### config.mk
export PLATFORM = sky130hd
export DESIGN_NAME = program_loader
export DESIGN_NICKNAME = d
export VERILOG_FILES = /design/src/rtl/program_loader_pkg.sv /design/src/rtl/program_loader_assembler.sv /design/src/rtl/program_loader.sv
export SDC_FILE = /design/constraint.sdc
export NUM_CORES = 1
export LEC_CHECK = 0
export BUFFER_PORTS_ARGS = -buffer_cell sky130_fd_sc_hd__clkbuf_2
export CAP_MARGIN = 20
export CORE_MARGIN = 3
export CORE_UTILIZATION = 30
export DETAILED_ROUTE_END_ITERATION = 8
export PLACE_DENSITY = 0.54
export REMOVE_ABC_BUFFERS = 1
export SLEW_MARGIN = 40
export SYNTH_ARGS = -nofsm -noshare
export SYNTH_HDL_FRONTEND = slang
export SYNTH_SLANG_ARGS = --single-unit
### constraint.sdc
create_clock -name clk -period 4.2 [get_ports clk]
set_input_delay 0.21 -clock clk [delete_from_list [all_inputs] [get_ports clk]]
set_output_delay 0.21 -clock clk [all_outputs]
set_load 0.01 [all_outputs]
### src/rtl/program_loader_pkg.sv
// Shared constants and state encoding for the UART program loader.
// The host-side bench model imports the same package.
package program_loader_pkg;

    localparam logic [7:0] LOADER_SYNC_BYTE = 8'hAA;
    localparam logic [7:0] LOADER_ACK_BYTE  = 8'hAA;

    typedef enum logic [3:0] {
        IDLE,
        SYNC_TX,
        SYNC_WAIT,
        RX_LEN,
        RX_WORD,
        WRITE,
        ACK_TX,
        ACK_WAIT,
        DONE,
        ERROR
    } loader_state_t;

endpackage

### src/rtl/program_loader_assembler.sv
// Shifts bytes MSB-first into a 32-bit word and pulses word_valid on the
// cycle after the fourth byte lands in the register.
module byte_to_word_assembler (
    input  logic        clk,
    input  logic        rst,
    input  logic [7:0]  byte_in,
    input  logic        strobe,
    input  logic        clear,
    output logic [31:0] word,
    output logic [1:0]  count,
    output logic        word_valid
);

    logic [31:0] word_q, word_d;
    logic [1:0]  count_q, count_d;
    logic        valid_q, valid_d;

    always_ff @(posedge clk or posedge rst) begin
        if (rst) begin
            word_q  <= '0;
            count_q <= '0;
            valid_q <= 1'b0;
        end else begin
            word_q  <= word_d;
            count_q <= count_d;
            valid_q <= valid_d;
        end
    end

    always_comb begin
        word_d  = word_q;
        count_d = count_q;
        valid_d = 1'b0;
        if (clear) begin
            word_d  = '0;
            count_d = '0;
        end else if (strobe) begin
            word_d  = {word_q[23:0], byte_in};
            count_d = count_q + 2'd1;
            valid_d = (count_q == 2'd3);
        end
    end

    assign word       = word_q;
    assign count      = count_q;
    assign word_valid = valid_q;

endmodule

### src/rtl/program_loader.sv
// Receive-side boot loader: sends a sync byte, takes a length-prefixed word
// stream from the UART, writes instruction memory and acknowledges.
module program_loader
    import program_loader_pkg::*;
#(
    parameter int unsigned IMEM_ADDR_W = 14,
    parameter logic [7:0]  SYNC_BYTE   = LOADER_SYNC_BYTE,
    parameter logic [7:0]  ACK_BYTE    = LOADER_ACK_BYTE
) (
    input  logic                   clk,
    input  logic                   rst,
    input  logic                   start,
    input  logic [7:0]             rx_data,
    input  logic                   rx_ready,
    input  logic                   ferr,
    output logic [7:0]             tx_data,
    output logic                   tx_start,
    input  logic                   tx_busy,
    output logic                   imem_we,
    output logic [IMEM_ADDR_W-1:0] imem_addr,
    output logic [31:0]            imem_din,
    output logic                   busy,
    output logic                   done,
    output logic                   error,
    output logic [31:0]            words_loaded
);

    localparam logic [32:0] CAPACITY = 33'd1 << IMEM_ADDR_W;

    loader_state_t          state_q, state_d;
    logic [IMEM_ADDR_W-1:0] addr_q, addr_d;
    logic [31:0]            words_q, words_d;
    logic [31:0]            len_q, len_d;
    logic                   skip_q, skip_d;

    logic        start_ok;
    logic        asm_strobe;
    logic        asm_valid;
    logic [31:0] asm_word;
    logic [1:0]  asm_count_unused;

    assign start_ok   = start && (state_q inside {IDLE, DONE, ERROR});
    // A byte landing during WRITE still counts as byte 0 of the next word.
    assign asm_strobe = rx_ready && !ferr && (state_q inside {RX_LEN, RX_WORD, WRITE});

    byte_to_word_assembler u_asm (
        .clk        (clk),
        .rst        (rst),
        .byte_in    (rx_data),
        .strobe     (asm_strobe),
        .clear      (start_ok),
        .word       (asm_word),
        .count      (asm_count_unused),
        .word_valid (asm_valid)
    );

    always_ff @(posedge clk or posedge rst) begin
        if (rst) begin
            state_q <= IDLE;
            addr_q  <= '0;
            words_q <= '0;
            len_q   <= '0;
            skip_q  <= 1'b0;
        end else begin
            state_q <= state_d;
            addr_q  <= addr_d;
            words_q <= words_d;
            len_q   <= len_d;
            skip_q  <= skip_d;
        end
    end

    always_comb begin
        state_d = state_q;
        addr_d  = addr_q;
        words_d = words_q;
        len_d   = len_q;
        skip_d  = 1'b0;
        unique case (state_q)
            IDLE, DONE, ERROR: begin
                if (start) begin
                    state_d = SYNC_TX;
                    addr_d  = '0;
                    words_d = '0;
                    len_d   = '0;
                end
            end
            SYNC_TX: begin
                if (!tx_busy) begin
                    state_d = SYNC_WAIT;
                    skip_d  = 1'b1;
                end
            end
            // skip_q masks the cycle before uart_tx reports busy
            SYNC_WAIT: begin
                if (!skip_q && !tx_busy) state_d = RX_LEN;
            end
            RX_LEN: begin
                if (rx_ready && ferr) begin
                    state_d = ERROR;
                end else if (asm_valid) begin
                    len_d = asm_word;
                    if (asm_word == 32'd0)                 state_d = ACK_TX;
                    else if ({1'b0, asm_word} > CAPACITY) state_d = ERROR;
                    else                                   state_d = RX_WORD;
                end
            end
            RX_WORD: begin
                if (rx_ready && ferr) state_d = ERROR;
                else if (asm_valid)   state_d = WRITE;
            end
            WRITE: begin
                addr_d  = addr_q + IMEM_ADDR_W'(1);
                words_d = words_q + 32'd1;
                state_d = (words_q + 32'd1 == len_q) ? ACK_TX : RX_WORD;
            end
            ACK_TX: begin
                if (!tx_busy) begin
                    state_d = ACK_WAIT;
                    skip_d  = 1'b1;
                end
            end
            ACK_WAIT: begin
                if (!skip_q && !tx_busy) state_d = DONE;
            end
            default: state_d = IDLE;
        endcase
    end

    always_comb begin
        tx_data  = '0;
        tx_start = 1'b0;
        imem_we  = 1'b0;
        imem_din = '0;
        busy     = !(state_q inside {IDLE, DONE, ERROR});
        done     = (state_q == DONE);
        error    = (state_q == ERROR);
        unique case (state_q)
            SYNC_TX: begin
                tx_data  = SYNC_BYTE;
                tx_start = !tx_busy;
            end
            SYNC_WAIT: tx_data = SYNC_BYTE;
            ACK_TX: begin
                tx_data  = ACK_BYTE;
                tx_start = !tx_busy;
            end
            ACK_WAIT: tx_data = ACK_BYTE;
            WRITE: begin
                imem_we  = 1'b1;
                imem_din = asm_word;
            end
            default: ;
        endcase
    end

    assign imem_addr    = addr_q;
    assign words_loaded = words_q;

endmodule
==> results_dict.tcl, run 1 <==
set metrics [dict create \
    ios 105 \
    r2r_end "state_q[1]" \
    cap_violations 0 \
    drc 0 \
    place_inst 1069 \
    postCtsSetupRepairBufs 0 \
    finalHoldViolations 0 \
    nets 840 \
    whs_ps 392.9 \
    post_cts_resized 0 \
    yosysTopAreaCell "dfrtp_1" \
    worstSetupStartpointType "flip-flop" \
    clk_latency_ps 420 \
    synth_top_family_by_area "simple AND/OR/NAND/NOR gates" \
    setup_viol 0 \
    yosys.area_share.adder_pct 0.5744 \
    synthSimpleGateAreaFrac_pct 26.82 \
    grt_pass1_vias 5312 \
    synth_seq_area_share_pct 45.18 \
    setup.worst_path.class "flip-flop to output pin" \
    gr-usage-all-layers_pct 16.16 \
    cts_buffer_depth 2 \
    yosysTopAreaCellShare_pct 45.18 \
    dp_hpwl_microns 13100 \
    postSynthCellCount 741 \
    finalSetupTns_ps 0 \
    gp_congestion 0.8286 \
    io_buffers 100 \
    synth_compound_area_share_pct 15.30 \
    end_kind "output pin" \
    fin_cells 1111 \
    r2r_start "words_loaded[2]" \
    cts_tree "yes" \
    reg2reg_depth 8 \
    p_leak_nw 3.789 \
    grt_start_max_net_pins 55 \
    synth.distinct_cells 58 \
    max_freq_ghz 0.2977 \
    vias_per_cell 5.176 \
    worstPathRequired_ps 3990 \
    fp.dieW_microns 153.6 \
    antenna_found_initial 0 \
    yosys_warnings 0 \
    core_area_sq_mm 0.02122 \
    syn_to_final_growth_pct 21.88 \
    drt-total-wl_microns 19260 \
    syn_area_per_cell_sq_um 8.819 \
    synthMuxAreaShare_pct 0.3063 \
    worstPathMaxFanout 34 \
    slew_headroom_pct 50.65 \
    ys_dominant_reg_cell "dfrtp_1" \
    die_h_microns 153.6 \
    synth_edf_count 0 \
    post-route-min-period_ps 3360 \
    rsz0062_at_grt "false" \
    fin_crit_sh_pct 79.99 \
    outcome "complete, no violations" \
    dieArea_sq_mm 0.02359 \
    finalClockSkew_ps 7.940 \
    clk_pin_slew_ps 60 \
    setup_ws_ps 840.5 \
    power.density_mw_per_mm2 564.3 \
    ant_nets 0 \
    tightest_slew_ps 739.4 \
    rrSetupSlack_ps 940 \
    cts_buffers 17 \
    arrival_ps 3150 \
    crit_start "state_q[3]" \
    async_flop_share_pct 100.0 \
    ir_drop_mv 0.3381 \
    start_util_pct 30.80 \
    root_buffer "clkbuf_16" \
    drive_gt1_share_pct 18.78 \
    clock_sinks 118 \
    synth_area_sq_mm 0.006535 \
    drt_iter0_drc 388 \
    place_ws_ps 1053 \
    synth_area_leaders "dfrtp_1 45%, nand2_1 6.8%, nand3_1 5.5%, o21ai_0 5.1%, xnor2_1 4.7%" \
    num_vias 5750 \
    row_count 53 \
    fill_cells 2166 \
    grt_pass1_wl_microns 30720 \
    h-tree-depth 4 \
    crit_end "imem_din[17]" \
    wl_per_cell_microns 17.33 \
    hold_class "input port to flip-flop" \
    drv_slew 0 \
    grt_remaining_overflow 0 \
    dr.pass1.iters 5 \
    synth_seq_cells 118 \
    diodes 0 \
    synth_xor_area_share_pct 7.065 \
]
==> power by group <==
part | internal [mW] | switching, mW
combinational | 0.470 | 0.788
clock | 1.04 | 0.542
sequential | 1.32 | 0.337
==> flip-flops by register name, indices dropped and copies added, names as in the netlist <==
| signal | flops |
|---|---|
| state_q | 4 |
| u_asm.word | 32 |
| imem_addr | 14 |
| words_loaded | 32 |
| len_q | 32 |
| skip_q | 1 |
| u_asm.word_valid | 1 |
| u_asm.count | 2 |
==> metrics by stage <==
| step | area [sq um] | power (mW) | utilization, % |
|---|---|---|---|
| final | 7965 | 4.495 | 37.54 |
| after global routing | 7965 | 4.774 | 37.54 |
| after CTS | 7958 | 4.530 | 37.50 |
| after detailed placement | 7216 | 2.933 | 34.00 |
| after global placement | 7216 | 2.924 | 34.00 |
| after floorplan | 6274 | 2.380 | - |
==> cell usage after synthesis (2+ instances only) <==
cell / number
nand3b_1: 3
o31ai_1: 8
o41ai_1: 4
inv_1: 9
nor4_1: 15
and4_1: 5
or3_1: 4
nand2b_1: 7
a211o_1: 2
nor4_2: 3
a31oi_1: 9
clkbuf_2: 4
xor2_1: 15
clkbuf_1: 44
nand4b_1: 2
a21o_1: 2
ha_1: 3
buf_4: 7
nand3_1: 72
o211ai_1: 5
mux2i_1: 2
nor3_1: 10
nand2_1: 118
and2_1: 35
a22o_1: 32
nand4_1: 8
dfrtp_1: 118
and3_1: 16
xnor2_1: 35
nor2_1: 32
a21oi_1: 13
buf_2: 4
o21ai_0: 67
nor2b_1: 4
==> worst max-delay path: stages, from the launching register on <==
cell,delay [ps]
dfrtp_1,530
nand2b_1,290
or2_2,600
inv_1,660
buf_4,350
and2_1,160
clkbuf_2,130
==> cell type report <==
cell class / instances / area, sq um / area share [%]
clock inverters: 11 / 171.4 / 2.152
flip-flops and latches: 118 / 2953 / 37.07
well taps: 275 / 344.1 / 4.320
inverters: 9 / 36.28 / 0.4555
repair buffers: 121 / 683.2 / 8.577
multi-input cells: 556 / 3307 / 41.52
clock buffers: 21 / 470.5 / 5.906
==> cell families after synthesis <==
kind of cell,count (synthesis)
and+or+nand+nor,343
adders and majority gates,3
buffers and inverters,70
xor gates and xnor gates,51
muxes,2
DFF,118
other,1
AOI/OAI and AO/OA,153
==> how the worst min path moves through the flow <==
stage / startpoint / to / slack (ps) / cells past startpoint
finish: ferr / state_q[2] / 390 / 5
global route: start / u_asm.word[31] / 430 / 4
CTS: start / u_asm.word[31] / 370 / 4
detailed placement: rst / u_asm.count[0] / 370 / 2
global placement: rst / u_asm.count[1] / 370 / 2
floorplan: rx_data[0] / u_asm.word[0] / 320 / 2
==> cell usage in the layout, fill, tap and decap left out, types with 5 or more instances in the layout <==
cell           synthesis  routed
xor2_1                15      15
dfrtp_1              118     118
inv_1                  9       8
a31oi_1                9       9
buf_4                  7      11
o31ai_1                8       8
nor4_1                15      15
nand2_1              118     118
xnor2_1               35      35
and2_1                35      35
nand3_1               72      70
and3_1                16      16
and4_1                 5       5
nor3_1                10      10
a22o_1                32      32
nand2b_1               7       7
a21oi_1               13      13
nand4_1                8       8
o211ai_1               5       5
nor2_1                32      31
clkbuf_16              0      17
o21ai_0               67      67
clkbuf_2               4     100
dlygate4sd3_1          0      10
==> per-layer routing <==
layer | GRT usage (%) | vias up | part of all wire [%]
li1 | - | 2788 | -
met1 | 24.29 | 2787 | 50
met2 | 23.58 | 160 | 44
met3 | 3.237 | 15 | 4.3
met4 | 4.542 | 0 | 1.2
met5 | 0 | - | 0
==> what timing repair did <==
item                                    CTS  global route
endpoints found under the setup margin    0             0
hold buffers                             10             0
endpoints found under the hold margin    61             0
Note: power is estimated with default switching activity, not from simulation.
==> run 2: changes to the inputs <==
==> constraint.sdc (replaced) <==
create_clock -name clk -period 3.2 [get_ports clk]
set_input_delay 0.16 -clock clk [delete_from_list [all_inputs] [get_ports clk]]
set_output_delay 0.16 -clock clk [all_outputs]
set_load 0.01 [all_outputs]
==> results_dict.tcl, run 2 (synthesis results as in run 1) <==
set metrics [dict create \
    ant_nets 0 \
    outcome "complete, no violations" \
    cpMostUsedCell "buf_4" \
    grtUsageMet1_pct 24.01 \
    drt_iter0_drc 352 \
    gr-usage-all-layers_pct 16.58 \
    drv_slew 0 \
    fin_cells 1118 \
    dr.pass1.iters 5 \
    worstPathMaxFanout 56 \
    power.density_mw_per_mm2 740.0 \
    vias_per_cell 5.143 \
    drt-total-wl_microns 19180 \
    clk_pin_slew_ps 60 \
    crit_start "state_q[1]" \
    drive_gt1_share_pct 19.34 \
    worstPathRequired_ps 3040 \
    grt_use_met2_pct 25.32 \
    grt_pass1_wl_microns 31560 \
    fp.dieW_microns 153.6 \
    num_vias 5750 \
    multi_input_area_sq_mm 0.003294 \
    nets 847 \
    dp_hpwl_microns 13430 \
    crit_family "simple AND/OR/NAND/NOR gates" \
    place_ws_ps 374.1 \
    ios 105 \
    wl_per_cell_microns 17.16 \
    cp_num_buf_inv 4 \
    grt_pass1_vias 5630 \
    slew_headroom_pct 54.69 \
    post_cts_resized 0 \
    p_leak_nw 3.833 \
    clk_latency_ps 420 \
    setup_ws_ps 326.8 \
    row_count 53 \
    cpPeakStageDelay_ps 540 \
    syn_to_final_growth_pct 22.88 \
    core_area_sq_mm 0.02122 \
    post-route-min-period_ps 2873 \
    final_cell_mix "118 x nand2_1, 118 x dfrtp_1, 100 x clkbuf_2" \
    h-tree-depth 4 \
    antenna_found_initial 0 \
    fin_crit_sh_pct 89.79 \
    gp_congestion 0.8619 \
    hp-start "rx_ready" \
    max_freq_ghz 0.3480 \
    drc 0 \
    crit_slowest_cell "dfrtp_1" \
    arrival_ps 2710 \
    place_area_sq_mm 0.007288 \
    setup_viol 0 \
    io_buffers 100 \
    cts_buffers 17 \
    fill_cells 2207 \
    root_buffer "clkbuf_16" \
    finalInstanceArea_sq_mm 0.008030 \
    grt_start_max_net_pins 57 \
    cts_tree "yes" \
    cts_buffer_depth 2 \
    ff_latch_area_sq_mm 0.002953 \
    place_inst 1076 \
    busiest_layer "met2" \
    cap_violations 0 \
    end_kind "output pin" \
    r2r_start "words_loaded[4]" \
    rsz0062_at_grt "false" \
    tightest_slew_ps 679.7 \
    clock_sinks 118 \
    use_met3_pct 3.574 \
    finalClockSkew_ps 12.32 \
    worstSetupStartpointType "flip-flop" \
    ir_drop_mv 0.3705 \
    hold_class "input port to flip-flop" \
    setup.worst_path.class "flip-flop to output pin" \
    die_h_microns 153.6 \
    finalHoldViolations 0 \
    grt_remaining_overflow 0 \
    diodes 0 \
    dieArea_sq_mm 0.02359 \
    start_util_pct 30.80 \
    worstPathCellList "nand2b_1 -> or2_2 -> buf_4 -> inv_1 -> buf_4 -> and2_1 -> clkbuf_2" \
]
==> run 2: cell count changes in the layout (fill, tap and decap cells not counted), sizes merged <==
cell  delta
buf      +7
==> run 2: area by class of cell <==
type | count | area share (%)
clock buffers | 21 | 5.859
clock inverters | 11 | 2.135
inverters | 9 | 0.4519
multi-input cells | 556 | 41.03
flip-flops and latches | 118 | 36.77
well taps | 275 | 4.285
repair buffers | 128 | 9.473
==> run 2: tightest hold or removal path: stages <==
cell      delay, ps
clkbuf_2         90
and3_1          150
buf_4           200
nand2_1          80
nand2_1          40
==> run 2: final timing paths <==
path                                    endpoint  slack [ps]  cells after the start
worst max-delay path                imem_din[22]         330                      7
worst min-delay path               u_asm.word[4]         340                      5
worst max register to register        state_q[1]         350                      8
worst min register to register     imem_addr[13]         500                      1
max in group asynchronous       words_loaded[29]        2010                      4
min in group asynchronous          u_asm.word[7]         390                      3
==> run 2: per-layer routing <==
| metal | part of all wire, % | wire (microns) | vias up |
|---|---|---|---|
| met5 | 0 | 0 | - |
| met4 | 1.3 | 241 | 0 |
| met3 | 5.0 | 955 | 18 |
| met2 | 44 | 8531 | 169 |
| met1 | 49 | 9451 | 2766 |
| li1 | - | - | 2797 |
==> run 2: timing repair <==
action,CTS,global route
endpoints found under the hold margin,60,0
endpoints found under the setup margin,0,0
setup buffers,0,0
hold buffers,10,0
==> run 2: report_power, final <==
| part | internal (mW) | total (mW) | switching [mW] |
|---|---|---|---|
| logic | 0.652 | 1.71 | 1.06 |
| clock network | 1.37 | 2.08 | 0.715 |
| registers | 1.73 | 2.15 | 0.419 |
| total | 3.75 | 5.94 | 2.19 |
==> run 2: metrics by stage <==
stage	total power [mW]	util, %	TNS, ps	hold WS (ps)
floorplan	3.124	-	-10520	265.4
global placement	3.882	34.35	0	319.4
detailed placement	3.897	34.35	0	316.3
CTS	6.000	37.84	0	336.0
global route	6.325	37.84	0	373.3
finish	5.942	37.84	0	342.8
